--- src/rtl/alu_pkg.sv ---
// Shared ALU definitions: op codes and requester count for the arbitrated ALU.
package alu_pkg;

    localparam int unsigned NUM_REQ = 2;

    localparam logic [2:0] ALU_Add = 3'd0;
    localparam logic [2:0] ALU_Sub = 3'd1;
    localparam logic [2:0] ALU_And = 3'd2;
    localparam logic [2:0] ALU_SLL = 3'd3;
    localparam logic [2:0] ALU_SLR = 3'd4;

endpackage

--- src/rtl/alu.sv ---
// Purely combinational ALU: add, sub, and, logical shifts, plus zero/negative flags.
module alu
    import alu_pkg::*;
#(
    parameter int unsigned WIDTH = 32
) (
    input  logic [WIDTH-1:0] a,
    input  logic [WIDTH-1:0] b,
    input  logic [2:0]       op,
    output logic [WIDTH-1:0] result,
    output logic             zero,
    output logic             neg
);

    always_comb begin
        result = '0;
        case (op)
            ALU_Add: result = a + b;
            ALU_Sub: result = a - b;
            ALU_And: result = a & b;
            ALU_SLL: result = a << b[4:0];
            ALU_SLR: result = a >> b[4:0];
            default: result = '0;
        endcase
    end

    assign zero = (result == '0);
    assign neg  = result[WIDTH-1];

endmodule

--- src/rtl/alu_arbiter.sv ---
// Round-robin arbiter sharing one combinational ALU between the execute stage (0)
// and the branch/address unit (1), with a registered response slot per requester.
module alu_arbiter
    import alu_pkg::*;
#(
    parameter int unsigned WIDTH = 32,
    parameter int unsigned CNT_W = 16
) (
    input  logic             clk,
    input  logic             rst_n,
    input  logic [1:0]       req_valid_i,
    output logic [1:0]       req_ready_o,
    input  logic [WIDTH-1:0] req0_a,
    input  logic [WIDTH-1:0] req0_b,
    input  logic [WIDTH-1:0] req1_a,
    input  logic [WIDTH-1:0] req1_b,
    input  logic [2:0]       req0_op,
    input  logic [2:0]       req1_op,
    output logic [1:0]       rsp_valid_o,
    input  logic [1:0]       rsp_ready_i,
    output logic [WIDTH-1:0] rsp0_result,
    output logic [WIDTH-1:0] rsp1_result,
    output logic             rsp0_zero,
    output logic             rsp1_zero,
    output logic             rsp0_neg,
    output logic             rsp1_neg,
    output logic [CNT_W-1:0] conflict_count
);

    logic [NUM_REQ-1:0] slot_free;
    logic [NUM_REQ-1:0] eligible;
    logic [NUM_REQ-1:0] grant;
    logic               rr_ptr;
    logic [CNT_W-1:0]   conflict_q;

    logic [WIDTH-1:0]   alu_a;
    logic [WIDTH-1:0]   alu_b;
    logic [2:0]         alu_op;
    logic [WIDTH-1:0]   alu_result;
    logic               alu_zero;
    logic               alu_neg;

    // A slot draining this cycle can be refilled on the same edge.
    assign slot_free = ~rsp_valid_o | rsp_ready_i;
    assign eligible  = req_valid_i & slot_free;

    always_comb begin
        grant = '0;
        if (eligible == 2'b11) begin
            grant[rr_ptr] = 1'b1;
        end else begin
            grant = eligible;
        end
    end

    assign req_ready_o = grant;

    // Requester 0 is the default mux leg when nobody is granted.
    assign alu_a  = grant[1] ? req1_a  : req0_a;
    assign alu_b  = grant[1] ? req1_b  : req0_b;
    assign alu_op = grant[1] ? req1_op : req0_op;

    alu #(
        .WIDTH (WIDTH)
    ) u_alu (
        .a      (alu_a),
        .b      (alu_b),
        .op     (alu_op),
        .result (alu_result),
        .zero   (alu_zero),
        .neg    (alu_neg)
    );

    always_ff @(posedge clk or negedge rst_n) begin
        if (!rst_n) begin
            rr_ptr     <= 1'b0;
            conflict_q <= '0;
        end else begin
            if (grant[0]) begin
                rr_ptr <= 1'b1;
            end else if (grant[1]) begin
                rr_ptr <= 1'b0;
            end
            if (eligible == 2'b11 && conflict_q != '1) begin
                conflict_q <= conflict_q + 1'b1;
            end
        end
    end

    assign conflict_count = conflict_q;

    for (genvar i = 0; i < NUM_REQ; i++) begin : gen_rsp
        logic             valid_q;
        logic [WIDTH-1:0] result_q;
        logic             zero_q;
        logic             neg_q;

        always_ff @(posedge clk or negedge rst_n) begin
            if (!rst_n) begin
                valid_q  <= 1'b0;
                result_q <= '0;
                zero_q   <= 1'b0;
                neg_q    <= 1'b0;
            end else if (grant[i]) begin
                valid_q  <= 1'b1;
                result_q <= alu_result;
                zero_q   <= alu_zero;
                neg_q    <= alu_neg;
            end else if (rsp_ready_i[i]) begin
                valid_q  <= 1'b0;
            end
        end
    end

    assign rsp_valid_o = {gen_rsp[1].valid_q, gen_rsp[0].valid_q};
    assign rsp0_result = gen_rsp[0].result_q;
    assign rsp1_result = gen_rsp[1].result_q;
    assign rsp0_zero   = gen_rsp[0].zero_q;
    assign rsp1_zero   = gen_rsp[1].zero_q;
    assign rsp0_neg    = gen_rsp[0].neg_q;
    assign rsp1_neg    = gen_rsp[1].neg_q;

endmodule

--- config.mk ---
export PLATFORM = sky130hd
export DESIGN_NAME = alu_arbiter
export DESIGN_NICKNAME = d
export VERILOG_FILES = /design/src/rtl/alu_pkg.sv /design/src/rtl/alu.sv /design/src/rtl/alu_arbiter.sv
export SDC_FILE = /design/constraint.sdc
export NUM_CORES = 1
export LEC_CHECK = 0
export ABC_AREA = 1
export ABC_CLOCK_PERIOD_IN_PS = 5500
export BUFFER_PORTS_ARGS = -buffer_cell sky130_fd_sc_hd__buf_2
export CORE_MARGIN = 2
export CORE_UTILIZATION = 50
export DETAILED_ROUTE_END_ITERATION = 10
export PLACE_DENSITY = 0.74
export SLEW_MARGIN = 20
export SYNTH_ARGS = -nofsm -noshare
export SYNTH_HDL_FRONTEND = slang
export SYNTH_SLANG_ARGS = --single-unit
--- constraint.sdc ---
create_clock -name clk -period 5.5 [get_ports clk]
set_clock_uncertainty 0.15 [all_clocks]
set_input_delay 0.275 -clock clk [delete_from_list [all_inputs] [get_ports clk]]
set_output_delay 0.275 -clock clk [all_outputs]
set_load 0.02 [all_outputs]
======== After elaboration in Yosys (flattened, before gate mapping) ========
Cells that the tools add are included.
cells by class
  add/sub/neg operators ................... 3
  order comparisons ....................... 2
  equality and inequality tests ........... 6
  shift-type cells ........................ 2
  muxes and demuxes ....................... 13
  bitwise logic cells ..................... 4
  reduce and logical (&&, ||, !) cells .... 7
operator list
  kind                                                                   count
  32-bit one-hot mux with 5 select lines                                 1
  32-bit two-way mux                                                     2
  32-bit adder                                                           1
  32-bit AND                                                             1
  32-bit zero test                                                       1
  32-bit by 5-bit left shift with 32-bit output                          1
  32-bit by 5-bit right shift with 32-bit output                         1
  32-bit subtractor                                                      1
  16-bit by 1-bit adder with 16-bit output (second input constant)       1
  16-bit inequality test (second input constant)                         1
  1-bit two-way mux                                                      7
  3-bit by 2-bit == test with 1-bit output (second input constant)       2
  2-bit nonzero test                                                     3
  3-bit by 1-bit == test with 1-bit output (second input constant)       1
  3-bit == test (second input constant)                                  1
  3-bit zero test                                                        1
  3-bit two-way mux                                                      1
  2-bit AND                                                              1
  2-bit == test (second input constant)                                  1
  1-bit logical AND                                                      2
  1-bit by 2-bit < comparator with 1-bit output (second input constant)  1
  2-bit two-way mux                                                      1
  2-bit inverter                                                         1
  2-bit bitwise OR                                                       1
  2 further kinds                                                        2
word-level totals
  flip-flop bits (word level) ............. 87
  input port bits ......................... 140
  output and inout bits ................... 88
  logic and storage cells ................. 47

======== Depth between registers and ports, before layout ========
  depth in word-level cells ............... 9
  gate-level depth with buffers ........... 36
  depth with buffers taken out ............ 34

======== Hierarchy ========
Synthesis repeated with hierarchy kept, for this count alone.
second synthesis, totals
  cell total of the unflattened synthesis .. 2,153
  area, all modules ....................... 11,678.7 µm²
modules (own cells, without submodules)
  module       times used  cells each  area each (µm²)  sequential area each (µm²)
  alu          1           1,510       7,116.8          0.0
  alu_arbiter  1           643         4,561.9          2,177.1

======== Worst setup path after synthesis ========
OpenSTA, ideal clock, no wires.
  path type ............................... register -> register
  start point ............................. reg gen_rsp[1].valid_q
  end point ............................... reg gen_rsp[0].zero_q, in the netlist rsp0_zero
  library setup time ...................... 66 ps
  data arrival time ....................... 4,074 ps
  data required time ...................... 5,284 ps
  slack ................................... 1,211 ps
  cell stages (with the launch flop) ...... 32
  path buffers ............................ 3
  period minus slack after synthesis ...... 4,289 ps
  cells stage by stage .................... dfrtp_1 a21boi_4 buf_6 nand3b_1 nand2_1 buf_6 buf_2 ha_1 nand4_1 nor2_1 nand2_1 nor3_2 nand2_1 o21ai_2 o21ai_1 xor2_1 ha_1 nand2_1 nor2_1 inv_1 o31a_1 nand2_1 nand2_1 nand3_1 nand2_1 nor2_1 nand2_1 nor2_1 nand2_1 nor2_2 nand3_1 nand2_1
on the way
  word-level cells in the longest chain between the ends .. 9
  elaborated cells on any way between the ends .. 20
  classes of those cells .................. add/sub (2); eq/ne (5); shift (2); mux (5); bitwise (4); reduce/logical (2)
ends and longest elaborated chain
  element                                     line                source
  start: declaration                          alu_arbiter.sv:93   logic valid_q;
  start signal: assignment                    alu_arbiter.sv:100  valid_q <= 1'b0;
  start signal: assignment                    alu_arbiter.sv:105  valid_q <= 1'b1;
  start signal: assignment                    alu_arbiter.sv:110  valid_q <= 1'b0;
  2-bit inverter (*)                          alu_arbiter.sv:44   assign slot_free = ~rsp_valid_o | rsp_ready_i;
  2-bit bitwise OR (*)                        alu_arbiter.sv:44
  2-bit AND (*)                               alu_arbiter.sv:45   assign eligible = req_valid_i & slot_free;
  2-bit == test                               alu_arbiter.sv:49   if (eligible == 2'b11) begin
  2-bit two-way mux (*)                       alu_arbiter.sv:49
  32-bit two-way mux (tied with other cells)  alu_arbiter.sv:59   assign alu_a = grant[1] ? req1_a : req0_a;
  32-bit subtractor (tied with other cells)   alu.sv:19           ALU_Sub: result = a - b;
  32-bit one-hot mux with 5 select lines      alu.sv:17           case (op)
  32-bit zero test                            alu.sv:27           assign zero = (result == '0);
  end signal: assignment                      alu_arbiter.sv:107  zero_q <= alu_zero;
  end: declaration                            alu_arbiter.sv:95   logic zero_q;
Every way passes the cells marked *; elsewhere a longest branch is shown, timed or not.
A chain may end at the register's enable or synchronous reset.

======== Worst setup path in the final report ========
  start point ............................. reg gen_rsp[0].valid_q
  end point ............................... reg gen_rsp[1].zero_q, in the netlist rsp1_zero
on the way
  word-level cells in the longest chain between the ends .. 9
  elaborated cells on any way between the ends .. 20
  classes of those cells .................. add/sub (2); eq/ne (5); shift (2); mux (5); bitwise (4); reduce/logical (2)
ends and longest elaborated chain
  element                                     line
  start: declaration                          alu_arbiter.sv:93
  start signal: assignment                    alu_arbiter.sv:100
  start signal: assignment                    alu_arbiter.sv:105
  start signal: assignment                    alu_arbiter.sv:110
  2-bit inverter (*)                          alu_arbiter.sv:44
  2-bit bitwise OR (*)                        alu_arbiter.sv:44
  2-bit AND (*)                               alu_arbiter.sv:45
  2-bit == test (*)                           alu_arbiter.sv:49
  2-bit two-way mux (*)                       alu_arbiter.sv:49
  32-bit two-way mux (tied with other cells)  alu_arbiter.sv:59
  32-bit subtractor (tied with other cells)   alu.sv:19
  32-bit one-hot mux with 5 select lines      alu.sv:17
  32-bit zero test                            alu.sv:27
  end signal: assignment                      alu_arbiter.sv:107
  end: declaration                            alu_arbiter.sv:95
Marked as above.

==> impl_metrics.csv <==
group,metric,value,unit
status,status,"completed",
critical_path,r2r_end,"rsp1_zero",
clock_network,cts_tree,"built",
placement,port_buffers,227,
finish,fillCellCount,2229,
clock_network,htree_levels,3,
routing,drt-pass1-iter-count,8,
timing,fmax,193,MHz
clock_network,clkLatencyLatePin,0.34,ns
routing,ant_nets,0,
routing,finalWirelength,51.3,mm
critical_path,reg2regPathDepth,32,
timing,hold_slack,0.0673,ns
timing,drv_slew,0,
floorplanning,io_pins,228,
routing,wl_met1,19.1,mm
placement,dp_cells,2403,
job,maxCapViolCount,0,
yosys,synth.area.top_cells,"nand2_1 24%, dfrtp_1 19%, nand3_1 14%, nor2_1 6.2%, inv_1 5.2%",
yosys,yosysTopAreaCell,"nand2_1",
finish,diodes,0,
critical_path,cp_slowest_cell,"dfrtp_1",
yosys,synth-edff-count,0,
finish,fin_nets,2318,
worst_hold_path,hold_start,"rsp_ready_i[1]",
clock_network,cts_buffers,9,
timing,min_period,5.19,ns
critical_path,setup.worst_path.end_class,"flop",
power,p_leak,6.99,nW
finish,synthToLayoutAreaGrowth,14.6,%
finish,drive_gt1_frac,0.160,
routing,wl_met2,23.2,mm
placement,dp_hpwl,40.7,mm
placement,place_congestion,1.10,
worst_hold_path,whs_path_depth,4,
global_routing,grtUsageTotal,0.428,
timing,fin_setup_tns,0,ns
global_routing,grt_pass1_vias,13736,
yosys,netlist_area,0.0111,mm^2
finish,layout_commonest_cell,"nand2_1",
clock_network,clock_sinks,85,
yosys,synth_nets,2135,
routing,top_layer,"met4",
power,vdd_drop_max,0.000157,V
floorplanning,rows,54,
global_routing,grt_pass1_wl,77.6,mm
routing,wl_met3,5.53,mm
critical_path,arrival,5.32,ns
floorplanning,core,0.0218,mm^2
power,total_power,4.91,mW
yosys,synth_top_area_frac,0.236,
power,p_per_area,387,mW/mm^2
power,power.share.switching,0.561,
critical_path,path_class,"flop to flop",
yosys,ys_warn_count,0,
yosys,synth.distinct_cells,50,
critical_path,cp_max_fo,24,
global_routing,grt_max_degree,86,
critical_path,critPathTopFamily,"simple AND/OR/NAND/NOR gates",
timing,relSlewSlack,0.407,
yosys,avgSynthCellArea,5.64,um^2
clock_network,root_buffer,"clkbuf_16",
routing,wire_per_inst,21.1,um
routing,vias,14524,
timing,timing_hold_violations_final,0,
floorplanning,dieArea,0.0233,mm^2
finish,finalNonFillerCells,2426,
timing,setup_viol,0,
yosys,ys.flop_type,"dfrtp_1",
routing,drc,0,
clock_network,path_clk_slew,0.06,ns
critical_path,rrSetupSlack,0.31,ns
floorplanning,start_util,0.508,
timing,fin_crit_sh,0.944,
clock_network,clk_path_buf_depth,2,
global_routing,overflow,0,
yosys,synthArstFlopShare,1.00,
yosys,synth_seq_area_share,0.192,
routing,viasPerCell,5.99,
critical_path,critical_path_required,5.63,ns
finish,layout_common_cells,"693 x nand2_1, 309 x nand3_1, 226 x buf_2, 180 x nor2_1, 154 x inv_1",
power,p_comb_frac,0.676,
yosys,synth_cells,1959,
worst_hold_path,min_to,"gen_rsp[1].valid_q",
power,power.internal,2.16,mW
floorplanning,fp.dieW,153,um
floorplanning,die_h,153,um
routing,drtIter0Drc,1755,
timing,worst_pin_slew,0.887,ns
critical_path,critical_path_buf_inv_count,2,
power,p_clk_frac,0.125,
critical_path,r2r_start,"gen_rsp[0].valid_q",
critical_path,startpoint_type,"flop",
worst_hold_path,worstHoldPathType,"primary input to flop",
critical_path,crit_start,"gen_rsp[0].valid_q",
power,sequentialPowerShare,0.199,
finish,final_util,0.582,
global_routing,antenna_found_initial,0,
critical_path,cpPeakStageDelay,0.40,ns
yosys,synth-seq-cells,85,
critical_path,crit_top_cell,"nand2_1",
power,p_switching,2.75,mW
==> worst max path at each step <==
stage / to / slack (ns) / cells after the start
finish: rsp1_zero / 0.31 / 32
global route: rsp1_zero / -0.005 / 29
CTS: rsp1_zero / 0.11 / 33
detailed placement: rsp1_zero / 0.17 / 35
global placement: rsp1_zero / 0.18 / 34
floorplan: rsp0_zero / 1.21 / 31
==> power groups by stage <==
| stage | Combinational [mW] | Clock, mW | Sequential (mW) |
|---|---|---|---|
| after floorplan | 1.87 | 0 | 1.22 |
| after global placement | 3.16 | 0 | 0.963 |
| after detailed placement | 3.17 | 0 | 0.979 |
| after CTS | 3.19 | 0.611 | 0.972 |
| after global routing | 3.59 | 0.638 | 1.00 |
| final | 3.32 | 0.611 | 0.979 |
==> cell usage after synthesis (11+ instances only) <==
| cell | n |
|---|---|
| nand3b_1 | 29 |
| xor2_1 | 31 |
| a21oi_1 | 77 |
| clkbuf_1 | 28 |
| buf_6 | 11 |
| a31oi_1 | 11 |
| xnor2_1 | 15 |
| nand2_2 | 18 |
| ha_1 | 35 |
| o21ai_1 | 12 |
| dfrtp_1 | 85 |
| o21ai_0 | 113 |
| buf_2 | 33 |
| nand2_1 | 694 |
| buf_4 | 18 |
| nand3_1 | 309 |
| nor2_1 | 182 |
| inv_1 | 154 |
| nand4_1 | 22 |
==> layout make-up <==
| type | count | area, um^2 | area share |
|---|---|---|---|
| clock buffers | 9 | 225 | 0.0178 |
| clock inverters | 6 | 70.1 | 0.00553 |
| inverters | 164 | 616 | 0.0486 |
| multi-input cells | 1617 | 7830 | 0.618 |
| flip-flops and latches | 85 | 2130 | 0.168 |
| well taps | 280 | 350 | 0.0277 |
| repair buffers | 265 | 1450 | 0.115 |
==> routing by layer <==
metal	vias to the layer above	global-route usage
li1	6753	-
met1	6638	0.520
met2	940	0.702
met3	193	0.0887
met4	0	0.247
met5	-	0
==> state kept, by name (all words and copies together) (netlist names) <==
signal and cells:
conflict_count 16, rsp1_result 32, gen_rsp.valid_q 2, rr_ptr 1
rsp0_zero 1, rsp1_zero 1, rsp0_result 32
==> cells by family after synthesis <==
group / share of synthesized area
multiplexers: 0.000906
buffers and inverters: 0.105
flip-flops: 0.192
AO/OA/AOI/OAI: 0.120
XOR/XNOR: 0.0364
AND/OR/NAND/NOR: 0.503
adder cells (fa/ha/maj): 0.0414
==> worst register-to-register path, delay by kind of cell, from the launching register on <==
family / cells / cell delay [ns]
DFF: 1 / 0.40
and+or+nand+nor: 25 / 3.10
AOI/OAI and AO/OA: 3 / 0.54
buffers and inverters: 2 / 0.40
xor gates and xnor gates: 1 / 0.18
adders and majority gates: 1 / 0.40
==> through the flow <==
stage / instance area (um^2) / setup slack (ns)
final: 12700 / 0.306
after global routing: 12700 / -0.00526
after CTS: 12500 / 0.108
after detailed placement: 12200 / 0.167
after global placement: 12200 / 0.175
after floorplan: 11100 / 1.21
==> what timing repair did <==
item / CTS / global route
resized for setup: 0 / 14
hold buffers: 0 / 1
endpoints found under the setup margin: 0 / 3
hold endpoints to repair: 0 / 85
setup buffers: 0 / 6
(Power assumes the default switching activity.)
